**config.mk**
```make
export PLATFORM = sky130hd
export DESIGN_NAME = vector_issue_ctrl
export DESIGN_NICKNAME = d
export VERILOG_FILES = /design/src/rtl/vector_issue_ctrl.sv
export SDC_FILE = /design/constraint.sdc
export NUM_CORES = 1
export LEC_CHECK = 0
export BUFFER_PORTS_ARGS = -buffer_cell sky130_fd_sc_hd__buf_2
export CORE_MARGIN = 10
export CORE_UTILIZATION = 45
export CTS_BUF_LIST = sky130_fd_sc_hd__clkbuf_2 sky130_fd_sc_hd__clkbuf_4 sky130_fd_sc_hd__clkbuf_8
export DETAILED_ROUTE_END_ITERATION = 12
export PLACE_DENSITY = 0.76
export SYNTH_ARGS = -nofsm -noshare
export SYNTH_HDL_FRONTEND = slang
export SYNTH_SLANG_ARGS = --single-unit
```
**constraint.sdc**
```tcl
create_clock -name clk_i -period 1.95 [get_ports clk_i]
set_input_delay 0.0975 -clock clk_i [delete_from_list [all_inputs] [get_ports clk_i]]
set_output_delay 0.0975 -clock clk_i [all_outputs]
set_load 0.05 [all_outputs]
```
**src/rtl/vector_issue_ctrl.sv**
```systemverilog
// ---------------------------------------------------------------------------
// vector_issue_ctrl
//
// Issue sequencer for the vector lane array. Accepts one vector instruction
// at a time, broadcasts opcode/operands/start to every lane, collects the
// per-lane done pulses, and returns a completion response. The fma opcode
// (4'b1111) runs vlen_p/lanes_p lane passes. Each pass steps the source-1
// register (wrapping modulo els_p) and the write-address offset (by lanes_p).
//
// Ports
//   clk_i            clock
//   reset_n_i        asynchronous active-low reset
//   instr_v_i        instruction valid
//   instr_ready_o    controller idle and able to accept an instruction
//   instr_op_i       opcode
//   instr_vd_i       destination vector register
//   instr_vs1_i      source 1 vector register
//   instr_vs2_i      source 2 vector register
//   instr_scalar_i   scalar operand
//   instr_w_data_i   external write data
//   op_o             opcode broadcast to lanes
//   start_o          one-cycle start pulse to all lanes
//   scalar_o         scalar broadcast
//   w_data_o         external write data broadcast
//   vd_o/vs1_o/vs2_o regfile selects
//   w_addr_offset_o  per-pass write-address offset (fma)
//   lane_done_i      per-lane done pulses
//   resp_v_o         instruction complete
//   resp_ready_i     consumer accepts the response
//   busy_o           controller is not idle
//
// State table
//   state     | meaning
//   ST_IDLE   | waiting for an instruction, instr_ready_o high
//   ST_ISSUE  | start_o pulse for the current pass
//   ST_WAIT   | collecting lane done pulses into the sticky mask
//   ST_RESP   | response valid, waiting for resp_ready_i
// ---------------------------------------------------------------------------
module vector_issue_ctrl #(
  parameter int els_p      = 8,
  parameter int vlen_p     = 8,
  parameter int vdw_p      = 8,
  parameter int lanes_p    = 4,
  parameter int op_width_p = 4,
  localparam int reg_w_lp  = (els_p  > 1) ? $clog2(els_p)  : 1,
  localparam int off_w_lp  = (vlen_p > 1) ? $clog2(vlen_p) : 1
) (
  input  logic                  clk_i,
  input  logic                  reset_n_i,

  input  logic                  instr_v_i,
  output logic                  instr_ready_o,
  input  logic [op_width_p-1:0] instr_op_i,
  input  logic [reg_w_lp-1:0]   instr_vd_i,
  input  logic [reg_w_lp-1:0]   instr_vs1_i,
  input  logic [reg_w_lp-1:0]   instr_vs2_i,
  input  logic [vdw_p-1:0]      instr_scalar_i,
  input  logic [vdw_p-1:0]      instr_w_data_i,

  output logic [op_width_p-1:0] op_o,
  output logic                  start_o,
  output logic [vdw_p-1:0]      scalar_o,
  output logic [vdw_p-1:0]      w_data_o,
  output logic [reg_w_lp-1:0]   vd_o,
  output logic [reg_w_lp-1:0]   vs1_o,
  output logic [reg_w_lp-1:0]   vs2_o,
  output logic [off_w_lp-1:0]   w_addr_offset_o,
  input  logic [lanes_p-1:0]    lane_done_i,

  output logic                  resp_v_o,
  input  logic                  resp_ready_i,
  output logic                  busy_o
);

  localparam int npass_lp  = vlen_p / lanes_p;
  localparam int pass_w_lp = (npass_lp > 1) ? $clog2(npass_lp) : 1;

  localparam logic [op_width_p-1:0] op_fma_lp    = op_width_p'(4'b1111);
  localparam logic [pass_w_lp-1:0]  last_pass_lp = pass_w_lp'(npass_lp - 1);
  localparam logic [off_w_lp-1:0]   off_step_lp  = off_w_lp'(lanes_p);
  localparam logic [reg_w_lp-1:0]   vs1_max_lp   = reg_w_lp'(els_p - 1);

  typedef enum logic [1:0] {
    ST_IDLE  = 2'd0,
    ST_ISSUE = 2'd1,
    ST_WAIT  = 2'd2,
    ST_RESP  = 2'd3
  } state_e;

  state_e                r_state;
  logic [op_width_p-1:0] r_op;
  logic [reg_w_lp-1:0]   r_vd;
  logic [reg_w_lp-1:0]   r_vs1;
  logic [reg_w_lp-1:0]   r_vs2;
  logic [vdw_p-1:0]      r_scalar;
  logic [vdw_p-1:0]      r_w_data;
  logic [off_w_lp-1:0]   r_w_off;
  logic [pass_w_lp-1:0]  r_pass;
  logic [lanes_p-1:0]    r_done_mask;
  logic                  r_start;
  logic                  r_resp_v;
  logic                  r_busy;

  logic                  w_accept;
  logic                  w_is_fma;
  logic                  w_done_all;
  logic                  w_more_passes;
  logic [reg_w_lp-1:0]   w_vs1_next;

  // Ready is only meaningful once reset has been released.
  assign instr_ready_o = (r_state == ST_IDLE) && reset_n_i;
  assign w_accept      = instr_v_i && instr_ready_o;
  assign w_is_fma      = (r_op == op_fma_lp);

  // This cycle's pulses count toward completion so that the final done is
  // answered one cycle later rather than two.
  assign w_done_all    = &(r_done_mask | lane_done_i);
  assign w_more_passes = w_is_fma && (r_pass != last_pass_lp);

  // Explicit wrap keeps the source step modulo els_p even when els_p is not a
  // power of two.
  assign w_vs1_next    = (r_vs1 == vs1_max_lp) ? '0 : r_vs1 + 1'b1;

  always_ff @(posedge clk_i or negedge reset_n_i) begin
    if (!reset_n_i) begin
      r_state     <= ST_IDLE;
      r_op        <= '0;
      r_vd        <= '0;
      r_vs1       <= '0;
      r_vs2       <= '0;
      r_scalar    <= '0;
      r_w_data    <= '0;
      r_w_off     <= '0;
      r_pass      <= '0;
      r_done_mask <= '0;
      r_start     <= 1'b0;
      r_resp_v    <= 1'b0;
      r_busy      <= 1'b0;
    end else begin
      r_start <= 1'b0;
      case (r_state)
        ST_IDLE: begin
          if (w_accept) begin
            r_op        <= instr_op_i;
            r_vd        <= instr_vd_i;
            r_vs1       <= instr_vs1_i;
            r_vs2       <= instr_vs2_i;
            r_scalar    <= instr_scalar_i;
            r_w_data    <= instr_w_data_i;
            r_w_off     <= '0;
            r_pass      <= '0;
            r_done_mask <= '0;
            r_start     <= 1'b1;
            r_busy      <= 1'b1;
            r_state     <= ST_ISSUE;
          end
        end

        // Done pulses coinciding with the start pulse belong to no pass.
        ST_ISSUE: begin
          r_state <= ST_WAIT;
        end

        ST_WAIT: begin
          if (w_done_all) begin
            r_done_mask <= '0;
            if (w_more_passes) begin
              r_pass  <= r_pass + 1'b1;
              r_vs1   <= w_vs1_next;
              r_w_off <= r_w_off + off_step_lp;
              r_start <= 1'b1;
              r_state <= ST_ISSUE;
            end else begin
              r_resp_v <= 1'b1;
              r_state  <= ST_RESP;
            end
          end else begin
            r_done_mask <= r_done_mask | lane_done_i;
          end
        end

        ST_RESP: begin
          if (resp_ready_i) begin
            r_resp_v <= 1'b0;
            r_busy   <= 1'b0;
            r_state  <= ST_IDLE;
          end
        end

        default: begin
          r_state <= ST_IDLE;
        end
      endcase
    end
  end

  // The lane array reads these combinationally, so they come straight from the
  // hold registers and stay put until the next accept or pass step.
  assign op_o            = r_op;
  assign vd_o            = r_vd;
  assign vs1_o           = r_vs1;
  assign vs2_o           = r_vs2;
  assign scalar_o        = r_scalar;
  assign w_data_o        = r_w_data;
  assign w_addr_offset_o = r_w_off;
  assign start_o         = r_start;
  assign resp_v_o        = r_resp_v;
  assign busy_o          = r_busy;

endmodule

```
Word-level counts from Yosys, hierarchy flattened
Index checks and enable logic that the tools add are counted. Widths: inputs -> output; s select.

Mux-type cells: 31. Bitwise operators: 2. Shift operators: 0. Order comparisons: 0. Div/mod/pow operators: 0. $mul: 0. Equal/unequal tests: 10. Reductions and logical operators: 14. $add $sub $neg: 3.

Operators by type and width (count): $mux 3 (7); $pmux 3 s2 (2); $reduce_and 4->1 (3); $mux 1 (10); $ne 2x2->1 const B (5); $mux 2 (4); $mux 4 (2); $pmux 1 s2 (4); $pmux 2 s4 (1); $pmux 4 s2 (1); $reduce_and 3->1 (2); $reduce_bool 2->1 (3); $eq 2x2->1 const B (2); $eq 4x4->1 const B (1); $or 4x4->4 (1); $reduce_and 2->1 (2); $add 3x1->3 const B (1); $add 3x3->3 const B (1); $eq 3x3->1 const B (1); $logic_and 1x1->1 (3); $eq 2x1->1 const B (1); $logic_not 2->1 (1); $add 1x1->1 const B (1); $not 1->1 (1).

Memories: 0. Register bits after elaboration: 42. Bits of input ports: 37. Bits in read-only memories: 0. Output and inout bits: 36. Word-level logic and storage cells: 73. Bits in latches: 0. Memory bits (writable): 0.

Logic depth before layout (Yosys ltp)
Gate-level depths: netlist of run 1.

Word-level depth: 5. Mapped depth: 6.

Least setup slack after synthesis of run 1
No wires, ideal clock.

Kind: register to register. Start point: register r_state[1]. End point: register r_op[0], in the netlist op_o[0]. Library setup time: 0.125 ns. Slack: -0.146 ns. Clock period less this slack: 2.096 ns. Arrival time: 1.971 ns. Stages on the path, launching flop included: 6. Cells stage by stage: dfrtp_1 -> nor3b_2 -> and2_4 -> buf_6 -> buf_6 -> mux2_2.

Longest elaborated chain between the ends: 4.

RTL lines: from (decl) (line 90) `state_e r_state;`; from (signal assigned) (line 126) `r_state <= ST_IDLE;`; from (signal assigned) (line 155) `r_state <= ST_ISSUE;`; from (signal assigned) (line 161) `r_state <= ST_WAIT;`; $logic_not 2->1 (line 111) `assign instr_ready_o = (r_state == ST_IDLE) && reset_n_i;`; $logic_and 1x1->1 (line 111); net instr_ready_o (line 52) `output logic instr_ready_o,`; $logic_and 1x1->1 (line 112) `assign w_accept = instr_v_i && instr_ready_o;`; $reduce_and 2->1 (no line); to (signal assigned) (line 144) `r_op <= instr_op_i;`; to (decl) (line 91) `logic [op_width_p-1:0] r_op;`.

The timed path passes the listed nets, and every way through them passes these cells. A chain may end at the register's enable or synchronous reset.

Final worst setup path of run 1
Start point: input port reset_n_i. End point: register r_vs1[2], in the netlist vs1_o[2].

Longest elaborated chain between the ends: 4.

RTL lines: from (decl) (line 49) `input logic reset_n_i,`; $logic_and 1x1->1 (line 111); $logic_and 1x1->1 (line 112); $ne 2x2->1 (no line); $reduce_and 4->1 (no line); to (signal assigned) (line 146) `r_vs1 <= instr_vs1_i;`; to (signal assigned) (line 169) `r_vs1 <= w_vs1_next;`; to (decl) (line 93) `logic [reg_w_lp-1:0] r_vs1;`.

No other way between the ends.

==> results of run 1 <==
## registers in the layout, summed over array words and instances, names as in the netlist
name             cells
vd_o                 3
vs2_o                3
start_o              1
r_state              2
r_done_mask          4
resp_v_o             1
scalar_o             8
w_addr_offset_o      1
op_o                 4
r_pass               1
w_data_o             8
busy_o               1
vs1_o                3
## per-stage QoR
step           setup WS [ns]  instances
3_3_place_gp           0.374        234
5_1_grt                0.217        243
6_report               0.284        243
4_1_cts                0.291        243
3_5_place_dp           0.321        234
2_1_floorplan         0.0493        121
## routing by layer
layer  up-vias  global-route usage
met4         0              0.0484
li1        567                   -
met2        42               0.223
met1       567               0.128
met3         9              0.0629
met5         -                   0
## worst reg2reg max path: cells and delay by family, from the launching register on
kind,cells,cell delay [ns]
and+or+nand+nor,2,0.65
muxes,1,0.40
DFF,1,0.46
## timing repair
action	4_1_cts	5_1_grt
gates resized for setup	0	0
endpoints found under the hold margin	40	0
setup endpoints to repair	0	0
hold buffers	1	0
## path summary, 6_finish.rpt
path,start,end,slack (ns),cells past startpoint
setup / recovery,reset_n_i,vs1_o[2]$_DFFE_PN0P_,0.28,6
hold reg to reg,busy_o$_DFFE_PN0P_,busy_o$_DFFE_PN0P_,0.47,1
setup reg to reg,r_state[1]$_DFFE_PN0P_,vs2_o[2]$_DFFE_PN0P_,0.32,3
hold / removal,instr_vd_i[2],vd_o[2]$_DFFE_PN0P_,0.04,2
max in group asynchronous,reset_n_i,vd_o[0]$_DFFE_PN0P_,1.16,3
min in group asynchronous,reset_n_i,w_addr_offset_o[2]$_DFFE_PN0P_,0.44,3
## area by class of cell
class	count	area, µm²
multi-input combinational	72	619
tap	48	60.1
clock buffer	8	97.6
fill	306	1480
inverter	3	11.3
timing repair buffer	72	368
sequential	40	1000
## placed cells by master, fill, tap and decap left out, types with 3 or more instances in the layout
master    count
nand2_1       8
mux2_2       30
buf_2        70
a22o_1        4
clkbuf_8      6
o21ai_0       4
nor2_1        4
dfrtp_1      40
inv_1         3
## logic make-up after synthesis
kind of cell,Yosys count,share of synthesized area
AOI/OAI and AO/OA,18,0.0839
adders and majority gates,2,0.0148
buffers and inverters,9,0.0445
DFF,40,0.594
muxes,30,0.200
other,1,0.00223
and+or+nand+nor,20,0.0601
==> flow_summary.ini, run 1 <==
[sta]
fin_hold_ws_ns = 0.0400
finalCritPeriodShare = 0.854
rsz0062_at_grt = false
finalSetupViolations = 0
fin_setup_tns_ns = 0
max_freq_mhz = 600
fin_skew_ns = 0.00576
drv_slew = 0
hold_viol_final = 0
min_period_ns = 1.67

[floorplan]
die-area_um2 = 6590
die-height_um = 81.2
top_level_ports = 73
rows = 22
die_width_um = 81.2
initial_core_util = 0.464
core_um2 = 3630

[layout]
design_area_um2 = 2160
fin_util = 0.594
antenna_cells = 0
num-nets-final = 233
final_layout_size_suffix_gt1_frac = 0.579
area_growth_syn_to_layout_pct = 28.0

[worst_setup_path]
slowest_stage = dlygate4sd3_1
worst_setup_path_end_kind = flip-flop
path_class = in -> reg
start_kind = primary input
crit_arrival_ns = 1.84
required_ns = 2.12
cp.buffers_inverters = 2
crit_fanout = 31
critPathTopFamily = buffers and inverters
max_stage_delay_ns = 0.54
crit_chain = dlygate4sd3_1 > buf_2 > nor3b_4 > and2_4 > a31oi_4 > mux2_2

[routing]
drtIter0Drc = 63
wl_met3_um = 364
ant_nets = 0
routed_via_density = 4.88
vias = 1185
routed_wl_um = 3910
route.met2.wl_um = 2040
drt_pass1_iterations = 4
wl_per_cell_um = 16.1
met1_length_um = 1430
remaining_drc_errors = 0
topRoutingLayerUsed = met4

[logic_synthesis]
netlist_instances = 120
synthFlopType = dfrtp_1
synth_area_leaders = dfrtp_1 59%, mux2_2 20%, a22o_1 2.1%, buf_6 2.0%, nand2_1 1.8%
synth.largest_area_cell = dfrtp_1
synth_top_area_share = 0.594
synth.cell_area_um2 = 1690
ys_ff_latch = 40
synth_cell_type_count = 26
ys_seq_area_frac = 0.594
yosysWarnings = 0
yosysMostFrequentCell = dfrtp_1
synth_edf_count = 0
syn_area_per_cell_um2 = 14.0
synth_common_cells = 40 x dfrtp_1, 30 x mux2_2, 8 x nand2_1
async_flop_share = 1.00

[clocking]
clock_latency_ns = 0.29
clkSlewWorstSetupHoldPaths_ns = 0.07
clockBufferDepth = 2
h-tree-depth = 2
cts_setup_buffers = 0
cts_sinks = 40
cts_made_buffers = 5
cts_tree = built
cts_root_buf = clkbuf_8

[global_routing]
track_usage = 0.127
grt_max_degree = 41
grt_pass1_vias = 1382
antenna_found_initial = 0
grt_pass1_wl_um = 6430
grt-ovfl-total = 0

[outcome]
status = finished clean

[placed_design]
hpwl_um = 3040
globalplace.congestion = 0.805
place_area_um2 = 2050
portBuffers = 70

[min_path]
hold_class = in -> reg

[flow_run]
maxCapViolCount = 0
Power of run 1 is left out: the tool's default activity adds up to more than one toggle a clock period on the data nets, which glitch-free logic cannot reach.
==> run 2: changes to the inputs <==
clock period = 2.05 ns   (was 1.95 ns; I/O delays follow)
==> flow_summary.ini, run 2 (synthesis results as in run 1) <==
[global_routing]
grt-ovfl-total = 0
grt_max_degree = 41
use_met3 = 0.0519
grt.busiest_layer = met2
antenna_found_initial = 0
grt_use_met2 = 0.235
track_usage = 0.129
grt_use_met1 = 0.121
grt_pass1_wl_um = 6460
grt_pass1_vias = 1415

[sta]
finalCritPeriodShare = 0.814
drv_slew = 0
fin_setup_tns_ns = 0
fin_skew_ns = 0.00560
hold_viol_final = 0
max_freq_mhz = 599
rsz0062_at_grt = false
min_period_ns = 1.67
finalSetupViolations = 0

[routing]
drtIter0Drc = 119
routed_via_density = 4.94
wl_per_cell_um = 16.5
routed_wl_um = 4010
ant_nets = 0
drt_pass1_iterations = 4
vias = 1200
remaining_drc_errors = 0

[floorplan]
die-area_um2 = 6590
core_um2 = 3630
initial_core_util = 0.464
rows = 22
die_width_um = 81.2
die-height_um = 81.2
top_level_ports = 73

[worst_setup_path]
required_ns = 2.23
crit_arrival_ns = 1.84
path_class = in -> reg
regToRegEndpoint = w_data_o[3]$_DFFE_PN0P_
crit_fanout = 31
reg2reg_from = r_state[1]$_DFFE_PN0P_
r2r_slack_ns = 0.41
r2r_cells = 3
worst_setup_path_end_kind = flip-flop
start_kind = primary input

[placed_design]
hpwl_um = 3120
globalplace.congestion = 0.809
portBuffers = 70
place_area_um2 = 2050

[outcome]
status = finished clean

[clocking]
clockBufferDepth = 2
clock_latency_ns = 0.29
cts_tree = built
cts_sinks = 40
cts_made_buffers = 5
clkSlewWorstSetupHoldPaths_ns = 0.08
cts_root_buf = clkbuf_8
h-tree-depth = 2

[layout]
antenna_cells = 0
final_layout_size_suffix_gt1_frac = 0.579
layout_common_cells = 70 x buf_2, 40 x dfrtp_1, 30 x mux2_2
num-nets-final = 233
final_common_cell = buf_2
design_area_um2 = 2170
area_growth_syn_to_layout_pct = 28.8

[min_path]
hp-start = instr_op_i[0]
min_to = op_o[0]$_DFFE_PN0P_
hold_depth = 2
hold_class = in -> reg

[flow_run]
maxCapViolCount = 0
-- run 2: cell types whose count changed in the layout (fill, tap and decap cells not counted) --
| cell | before | now |
|---|---|---|
| bufinv_16 | 0 | 1 |
| clkbuf_4 | 2 | 1 |
| clkbuf_8 | 6 | 5 |
| clkinv_2 | 0 | 1 |
-- run 2: repair_timing --
| action | 4_1_cts | 5_1_grt |
|---|---|---|
| gates resized for setup | 0 | 0 |
| endpoints found under the hold margin | 40 | 0 |
| setup buffers | 0 | 0 |
| hold buffers | 1 | 0 |
-- run 2: metrics by stage --
step | hold slack [ns] | setup slack, ns | utilization | std cells
floorplan | -0.193 | 0.149 | - | 121
global placement | 0.210 | 0.475 | 0.564 | 234
detailed placement | 0.229 | 0.411 | 0.564 | 234
CTS | 0.0296 | 0.380 | 0.597 | 243
global route | 0.0279 | 0.309 | 0.597 | 243
finish | 0.0404 | 0.381 | 0.597 | 243
-- run 2: how the worst max path moves through the flow --
stage | from | endpoint | slack, ns
3_5_place_dp | r_state[1]$_DFFE_PN0P_ | w_data_o[3]$_DFFE_PN0P_ | 0.41
6_report | reset_n_i | vs1_o[1]$_DFFE_PN0P_ | 0.38
2_1_floorplan | r_state[1]$_DFFE_PN0P_ | op_o[0]$_DFFE_PN0P_ | 0.15
4_1_cts | reset_n_i | vs1_o[0]$_DFFE_PN0P_ | 0.38
3_3_place_gp | r_state[1]$_DFFE_PN0P_ | vs1_o[1]$_DFFE_PN0P_ | 0.47
5_1_grt | r_state[1]$_DFFE_PN0P_ | vs1_o[0]$_DFFE_PN0P_ | 0.31
-- run 2: area by class of cell --
cell class,instances,area [µm²]
Sequential cell,40,1000
Fill cell,321,1460
Clock inverter,2,35.0
Tap cell,48,60.1
Timing Repair Buffer,72,368
Clock buffer,6,76.3
Inverter,3,11.3
Multi-Input combinational cell,72,619
-- run 2: worst max-delay path, cell delays in order --
cell	delay (ns)
dlygate4sd3_1	0.53
buf_2	0.14
nor3b_4	0.14
and2_4	0.30
a31oi_4	0.26
mux2_2	0.36
-- run 2: per-layer routing --
layer	part of all wire	up-vias
met4	0.014	0
met1	0.35	579
li1	-	565
met5	0	-
met3	0.099	7
met2	0.54	49
Power of run 2 is left out for the same reason.
